### config.mk
export PLATFORM = sky130hd
export DESIGN_NAME = spatialacc_drain
export DESIGN_NICKNAME = d
export VERILOG_FILES = /design/src/rtl/spatialacc_drain.sv
export SDC_FILE = /design/constraint.sdc
export NUM_CORES = 1
export LEC_CHECK = 0
export CORE_MARGIN = 5
export CORE_UTILIZATION = 51
export DETAILED_ROUTE_END_ITERATION = 8
export PLACE_DENSITY = 0.9
export SYNTH_ARGS = -nofsm -noshare
export SYNTH_HDL_FRONTEND = slang
export SYNTH_SLANG_ARGS = --single-unit
export TNS_END_PERCENT = 50
### constraint.sdc
create_clock -name clk -period 18.3 [get_ports clk]
set_input_delay 3.66 -clock clk [delete_from_list [all_inputs] [get_ports clk]]
set_output_delay 3.66 -clock clk [all_outputs]
set_load 0.02 [all_outputs]
### src/rtl/spatialacc_drain.sv
// Result drain for the 4x4 spatial accumulator: snapshots all lanes on start, clears the
// accumulator, then streams the snapshot lane by lane over valid/ready.
module spatialacc_drain #(
  parameter int unsigned N       = 16,
  parameter int unsigned DATA_W  = 32,
  parameter int unsigned IDX_W   = 4,
  parameter int unsigned FRAME_W = 8
) (
  input  logic               clk,
  input  logic               rst,
  input  logic               start,
  input  logic [DATA_W-1:0]  acc_in [0:N-1],
  output logic               acc_clear,
  output logic               busy,
  output logic               out_valid,
  input  logic               out_ready,
  output logic [DATA_W-1:0]  out_data,
  output logic [IDX_W-1:0]   out_idx,
  output logic               out_last,
  output logic               done,
  output logic [FRAME_W-1:0] frame_cnt
);

  typedef enum logic [0:0] {StIdle, StSend} state_e;

  state_e               state_q, state_d;
  logic [DATA_W-1:0]    snap_q [0:N-1];
  logic [DATA_W-1:0]    out_data_q, out_data_d;
  logic [IDX_W-1:0]     idx_q, idx_d;
  logic                 out_last_q, out_last_d;
  logic                 acc_clear_q, acc_clear_d;
  logic                 done_q, done_d;
  logic [FRAME_W-1:0]   frame_cnt_q, frame_cnt_d;
  logic                 capture;
  logic                 at_last;
  logic [IDX_W-1:0]     idx_nxt;

  assign capture = (state_q == StIdle) && start;
  assign at_last = (idx_q == IDX_W'(N - 1));
  assign idx_nxt = idx_q + 1'b1;

  always_comb begin
    state_d     = state_q;
    idx_d       = idx_q;
    out_data_d  = out_data_q;
    out_last_d  = out_last_q;
    acc_clear_d = 1'b0;
    done_d      = 1'b0;
    frame_cnt_d = frame_cnt_q;
    unique case (state_q)
      StIdle: begin
        if (start) begin
          // First word comes straight from the inputs since the snapshot loads on this edge.
          state_d     = StSend;
          idx_d       = '0;
          out_data_d  = acc_in[0];
          out_last_d  = (N == 1);
          acc_clear_d = 1'b1;
        end
      end
      StSend: begin
        if (out_ready) begin
          if (at_last) begin
            state_d     = StIdle;
            idx_d       = '0;
            out_data_d  = '0;
            out_last_d  = 1'b0;
            done_d      = 1'b1;
            frame_cnt_d = frame_cnt_q + 1'b1;
          end else begin
            idx_d      = idx_nxt;
            out_data_d = snap_q[idx_nxt];
            out_last_d = (idx_nxt == IDX_W'(N - 1));
          end
        end
      end
      default: state_d = StIdle;
    endcase
  end

  always_ff @(posedge clk) begin
    if (rst) begin
      state_q     <= StIdle;
      idx_q       <= '0;
      out_data_q  <= '0;
      out_last_q  <= 1'b0;
      acc_clear_q <= 1'b0;
      done_q      <= 1'b0;
      frame_cnt_q <= '0;
    end else begin
      state_q     <= state_d;
      idx_q       <= idx_d;
      out_data_q  <= out_data_d;
      out_last_q  <= out_last_d;
      acc_clear_q <= acc_clear_d;
      done_q      <= done_d;
      frame_cnt_q <= frame_cnt_d;
    end
  end

  always_ff @(posedge clk) begin
    for (int i = 0; i < int'(N); i++) begin
      if (rst) begin
        snap_q[i] <= '0;
      end else if (capture) begin
        snap_q[i] <= acc_in[i];
      end
    end
  end

  assign acc_clear = acc_clear_q;
  assign busy      = (state_q == StSend);
  assign out_valid = (state_q == StSend);
  assign out_data  = out_data_q;
  assign out_idx   = idx_q;
  assign out_last  = out_last_q;
  assign done      = done_q;
  assign frame_cnt = frame_cnt_q;

endmodule
==> results.md, run 1 <==
* Die footprint at 55210 sq um
* Most common cell after layout, fill and taps aside: clkdlybuf4s50_1
* Post-synthesis adder-cell area fraction at 0.001454
* Critical path peak fanout at 240
* CTS tree: yes
* TritonCTS Sinks at 560
* PnR worst setup slack at 11.04 ns
* First-pass GRT wire length at 122200 um
* Slowest CP cell: buf_4
* Largest family of logic cells by synthesized area: simple AND/OR/NAND/NOR gates
* Sequential-to-total area share from yosys stat at 0.6328
* I/O pins at 565
* Post-synthesis compound-gate area fraction at 0.04978
* Internal power at 2.362 mW
* Hpwl dp at 57700 um
* Tot GR Track Use at 0.2905
* Reg2reg start: out_idx[0]
* Mapped cell area at 25810 sq um
* CTS resizes at 0
* Worst setup path start: rst
* Place WS at 10.35 ns
* Top delay family on crit path: buffers and inverters
* Xor and xnor fraction of the mapped netlist area at 0.003732
* Crit path time final at 7.261 ns
* Syn_nets at 2336
* Worst Setup End Kind: register
* Top cell type's share of synthesized area at 0.5956
* Final ANT Viol Nets at 0
* Number of port buffers at 564
* Async set-reset flop share out of synthesis at 0
* DRC violations left at 0
* Root Driver: clkbuf_16
* Post-synth EDFFs at 512
* Reported net switching power at 728.1 uW
* VDD IR max at 0.07122 mV
* CP required at 18.52 ns
* Initial antenna violation count at 19
* Number of clock buffers inserted by TritonCTS at 59
* Post-synthesis mux area share at 0.1300
* Class of the worst hold path: reg2reg
* Cell count after synthesis at 1817
* Synth warn at 0
* Site row count at 82
* CP dominant cell by count: buf_4
* Synth top area cells: edfxtp_1 60%, and3_1 12%, mux4_2 4.9%
* Reg clk slew, reported paths at 0.06 ns
* Critical path, cell by cell: clkdlybuf4s50_1, buf_4, inv_8, nand2_4, buf_4, buf_12
* Vias per cell at 6.153
* Synth area leader: edfxtp_1
* Initial Utilization at 0.5156
* # hold bufs at CTS at 0
* H-tree Lvls at 2
* Mean post-synth cell area at 14.21 sq um
* Leak pwr at 14.44 nW
* Seq pwr share at 0.496
* Worst hold slack at 0.4658 ns
* Most frequent cells in the layout: 564 x clkdlybuf4s50_1, 513 x and3_1, 512 x edfxtp_1
* Startpoint types: primary input
* Arrival time at the worst endpoint at 7.48 ns
* Fin crit share at 0.3968
* Overflow after GRT at 0
* Die H at 235.0 um
* Reg area at 16340 sq um
* Final Max Tran Viols at 0
* Vias in the first global route at 19520
* Clock latency on the worst-skew pair at 0.60 ns
* Clk pwr share at 0.377
* Via count at 18550
* Sw Share at 0.2356
* Fillers at 3397
* Max-Cap Viols at 0
* Post-route setup TNS at 0 ns
* Crit-path max cell delay at 1.01 ns
* Max-slew headroom at 0.05050
* First drt pass iteration count at 6
* # Post-CTS Setup Buffers at 0
* Buf/Inv on CP at 5
* Largest net degree at the start of global routing at 330
* Endpoints failing hold at 0
* Comb pwr share at 0.126
* Slew @ Worst Pin at 1.424 ns
* Max Clk Rate at 137.7 MHz
* Flops & latches, synth at 560
* Simple-gate portion of the synthesized area at 0.1501
* Clock Skews at 0.01505 ns
* Most used DFF post-synth: edfxtp_1
* Wire length per cell at 27.78 um
* Setup-failing EPs final at 0
* Ratio of cells with drive above 1 in the final layout at 0.1125
* Net count, final at 2800
* Multi-input logic area at 8705 sq um
* Critical path class: in2reg
* DR iter-0 viols at 2575
* Hold path startpoint: out_last
* PwrDens at 91.78 nW/um^2
* Final Wtd Congestion at 0.9044
* Core area at 50070 sq um
* Synth cell types at 52
* Routed WL at 83750 um
* Status: completed
* Area grow syn2layout at 30.44%
* RSZ-0062 raised after global routing: false
* Max Buffers Root-to-Sink at 3
* DIE WIDTH at 235.0 um
## cell type report
cell class / count / area share
Multi-Input combinational cell: 1065 / 0.2585
Clock buffer: 71 / 0.04645
Timing Repair Buffer: 588 / 0.1738
Sequential cell: 560 / 0.4852
Tap cell: 672 / 0.02497
Antenna cell: 14 / 0.001040
Clock inverter: 38 / 0.009029
Inverter: 7 / 0.001003
## flip-flops by register name (all words and copies together), names as in the netlist
name / flops
acc_clear: 1
busy: 1
done: 1
frame_cnt: 8
out_data: 32
out_idx: 4
out_last: 1
snap_q: 512
## power groups by stage
| stage | sequential, mW | clock (mW) | combinational (mW) |
|---|---|---|---|
| finish | 1.53 | 1.17 | 0.390 |
| global route | 1.54 | 1.23 | 0.411 |
| CTS | 1.53 | 1.18 | 0.389 |
| detailed placement | 1.56 | 0 | 0.387 |
| global placement | 1.55 | 0 | 0.379 |
| floorplan | 1.59 | 0 | 0.180 |
## metal layers
| layer | GRT usage | up-vias | wire, um |
|---|---|---|---|
| li1 | - | 8144 | - |
| met3 | 0.06074 | 234 | 6730 |
| met2 | 0.5034 | 1018 | 42540 |
| met4 | 0.1354 | 14 | 4360 |
| met1 | 0.3499 | 9140 | 30020 |
| met5 | 0 | - | 90 |
## cell families after synthesis
family | after synthesis
flip-flops | 560
buffers and inverters | 192
AND/OR/NAND/NOR | 630
multiplexers | 255
XOR/XNOR | 8
adder cells (fa/ha/maj) | 3
AO/OA/AOI/OAI | 169
## cells in the mapped netlist (6+ instances only)
master    number
and3_1       513
edfxtp_1     512
clkbuf_1     142
mux2i_1      120
mux2_2        78
mux4_2        56
dfxtp_1       48
nand2_1       38
o21ai_0       29
a22o_1        27
buf_2         21
a221o_1       18
o22ai_1       18
or4b_1        18
buf_4         16
nor2_1        15
o311ai_1      15
o21a_1        14
o311ai_0      12
nand3_1       11
nand4_1       11
o221ai_1      11
a21oi_1        9
inv_1          6
## metrics by stage
| step | utilization | cell area [sq um] | power [mW] | cells |
|---|---|---|---|---|
| after floorplan | - | 25810 | 1.768 | 1817 |
| after global placement | 0.6345 | 31770 | 1.931 | 2892 |
| after detailed placement | 0.6345 | 31770 | 1.945 | 2892 |
| after CTS | 0.6718 | 33640 | 3.100 | 3001 |
| after global routing | 0.6724 | 33670 | 3.185 | 3013 |
| final | 0.6725 | 33670 | 3.091 | 3015 |
## tightest hold or removal path, delay by kind of cell, from the launching register on
family          cells  cell delay (ns)
compound gates      1             0.06
flops               1             0.31
simple gates        1             0.05
## worst paths after layout
check                   end  slack, ns  depth (start not counted)
max          snap_q[11][31]      11.04                          6
min                out_last       0.47                          2
max reg2reg    out_data[27]      13.31                          8
min reg2reg        out_last       0.47                          2
Power figures use the tool's default switching activity.
==> run 2: changes to the inputs <==
==> constraint.sdc (replaced) <==
create_clock -name clk -period 7 [get_ports clk]
set_input_delay 1.4 -clock clk [delete_from_list [all_inputs] [get_ports clk]]
set_output_delay 1.4 -clock clk [all_outputs]
set_load 0.02 [all_outputs]
==> run 2 against run 1 <==
Against the previous run:
- total power grew to 2.7 times the previous value
- wire length shrank 0.73%
- clock-buffer cell count shrank 4
- hold slack lost 0.0067 ns
- combinational power grew to 2.6 times the previous value
- critical endpoint is now out_data[15]
- flip-flop and latch count is the same
- global-route usage shrank 0.19 points
- largest cell class unchanged
- setup slack lost 8.6 ns
- register-to-register slack lost 10 ns
- critical path type unchanged
- non-clock buffer count shrank 4
==> results.md, run 2 (synthesis results as in run 1) <==
* Status: completed
* Die footprint at 55210 sq um (unchanged)
* Number of clock buffers inserted by TritonCTS at 58 (-1.7%)
* Via count at 18301 (-1.3%)
* Fin crit share at 0.6515
* Final Wtd Congestion at 0.8893 (-1.7%)
* CP required at 7.45 ns (-11.07 ns)
* PwrDens at 242.9 nW/um^2 (+160%)
* Power, Total at 8.206 mW (+170%)
* Vias in the first global route at 18833 (-3.5%)
* Die H at 235.0 um (unchanged)
* First drt pass iteration count at 6 (unchanged)
* Reg clk slew, reported paths at 0.06 ns (about the same)
* Met3 wire len at 6734 um (about the same)
* Max reg flops at 512 (unchanged)
* DIE WIDTH at 235.0 um (unchanged)
* Crit path time final at 4.561 ns
* Wire length per cell at 27.61 um (-0.60%)
* Class of the worst hold path: reg2reg
* CTS resizes at 0 (unchanged)
* Place WS at 2.158 ns (-8.191 ns)
* # hold bufs at CTS at 0 (unchanged)
* Reg2reg setup slack at 2.88 ns (-10.43 ns)
* DR top layer: met5
* Most flops, register: snap_q
* RSZ-0062 raised after global routing: false
* Worst hold slack at 0.4591 ns (-0.006708 ns)
* VDD IR max at 0.2121 mV (+200%)
* Clock Skews at 0.02414 ns (+0.009092 ns)
* Hpwl dp at 57240 um (-0.80%)
* PnR worst setup slack at 2.439 ns (-8.600 ns)
* Met2 routed WL at 42250 um (-0.70%)
* Max Buffers Root-to-Sink at 3 (unchanged)
* DP Area at 31790 sq um (about the same)
* Max-slew headroom at 0.03366 (-0.01684)
* Slew @ Worst Pin at 1.450 ns (+0.02526 ns)
* DRT met1 WL at 30200 um (+0.60%)
* Most common cell after layout, fill and taps aside: clkdlybuf4s50_1
* Area grow syn2layout at 30.85%
* Routed WL at 83140 um (-0.73%)
* Endpoints failing hold at 0 (unchanged)
* CTS tree: yes
* Arrival time at the worst endpoint at 5.01 ns (-2.47 ns)
* Placed cells at 2888 (-0.14%)
* Startpoint types: primary input
* Ratio of cells with drive above 1 in the final layout at 0.1152 (+0.002725)
* Tot GR Track Use at 0.2886 (-0.001925)
* Final core occ at 0.6746 (+0.002074)
* Max-Cap Viols at 0 (unchanged)
* Final Max Tran Viols at 0 (unchanged)
* Largest net degree at the start of global routing at 371 (+12%)
* Post-route setup TNS at 0 ns (unchanged)
* Hold Path Depth at 2 (unchanged)
* Net count, final at 2795 (-0.18%)
* Most frequent cells in the layout: 564 x clkdlybuf4s50_1, 513 x and3_1, 512 x edfxtp_1
* Leak pwr at 14.51 nW (+0.46%)
* Initial antenna violation count at 16 (-3)
* First-pass GRT wire length at 121300 um (-0.69%)
* Setup-failing EPs final at 0 (unchanged)
* Vias per cell at 6.078 (-1.2%)
* Post-Layout Inst Area at 33780 sq um (+0.31%)
* Cell depth of the worst flop-to-flop path at 7 (-1)
* Critical path peak fanout at 202 (-16%)
* Overflow after GRT at 0 (unchanged)
* Root Driver: clkbuf_16
* Max Clk Rate at 219.3 MHz
* Initial Utilization at 0.5156 (unchanged)
* Non-filler cells, final at 3011 (-0.13%)
* H-tree Lvls at 2 (unchanged)
* # Post-CTS Setup Buffers at 0 (unchanged)
* I/O pins at 565 (unchanged)
* TritonCTS Sinks at 560 (unchanged)
* DR iter-0 viols at 2236 (-13%)
* Core area at 50070 sq um (unchanged)
* Clock latency on the worst-skew pair at 0.62 ns (+0.02 ns)
* Fillers at 3404 (+0.21%)
* Final ANT Viol Nets at 0 (unchanged)
* DRC violations left at 0 (unchanged)
* Critical path class: in2reg
* Number of port buffers at 564 (unchanged)
* Worst Setup End Kind: register
* Site row count at 82 (unchanged)
## run 2: area by class of cell
class                   count  area, sq um  share of cell area
repair buffers            584         5858              0.1734
clock buffers              67         1505             0.04456
flip-flops and latches    560        16340              0.4838
multi-input cells        1065         8713              0.2580
clock inverters            43        452.9             0.01341
well taps                 672        840.8             0.02489
diodes                     13        32.53           0.0009631
inverters                   7        33.78            0.001000
## run 2: worst max-delay path, cell delays in order
cell	delay [ns]
clkdlybuf4s50_1	0.40
buf_4	0.23
inv_8	0.62
buf_4	0.97
o21ai_0	0.32
a221o_1	0.35
o311ai_0	0.55
## run 2: where the power goes
part	internal, mW	total (mW)	switching, mW	leakage, nW
Combinational	0.521	1.02	0.498	7.62
Clock	1.84	3.18	1.33	0.968
Sequential	3.92	4.01	0.0897	5.92
## run 2: path summary, 6_finish.rpt
check | start | to
max | rst | out_data[15]
min | out_last | out_last
max reg2reg | out_idx[0] | out_data[26]
min reg2reg | out_last | out_last
## run 2: layer usage
layer / global-route usage / vias up
met5: 0 / -
met4: 0.1244 / 10
met3: 0.06027 / 197
met2: 0.4967 / 960
met1: 0.3553 / 9009
li1: - / 8125
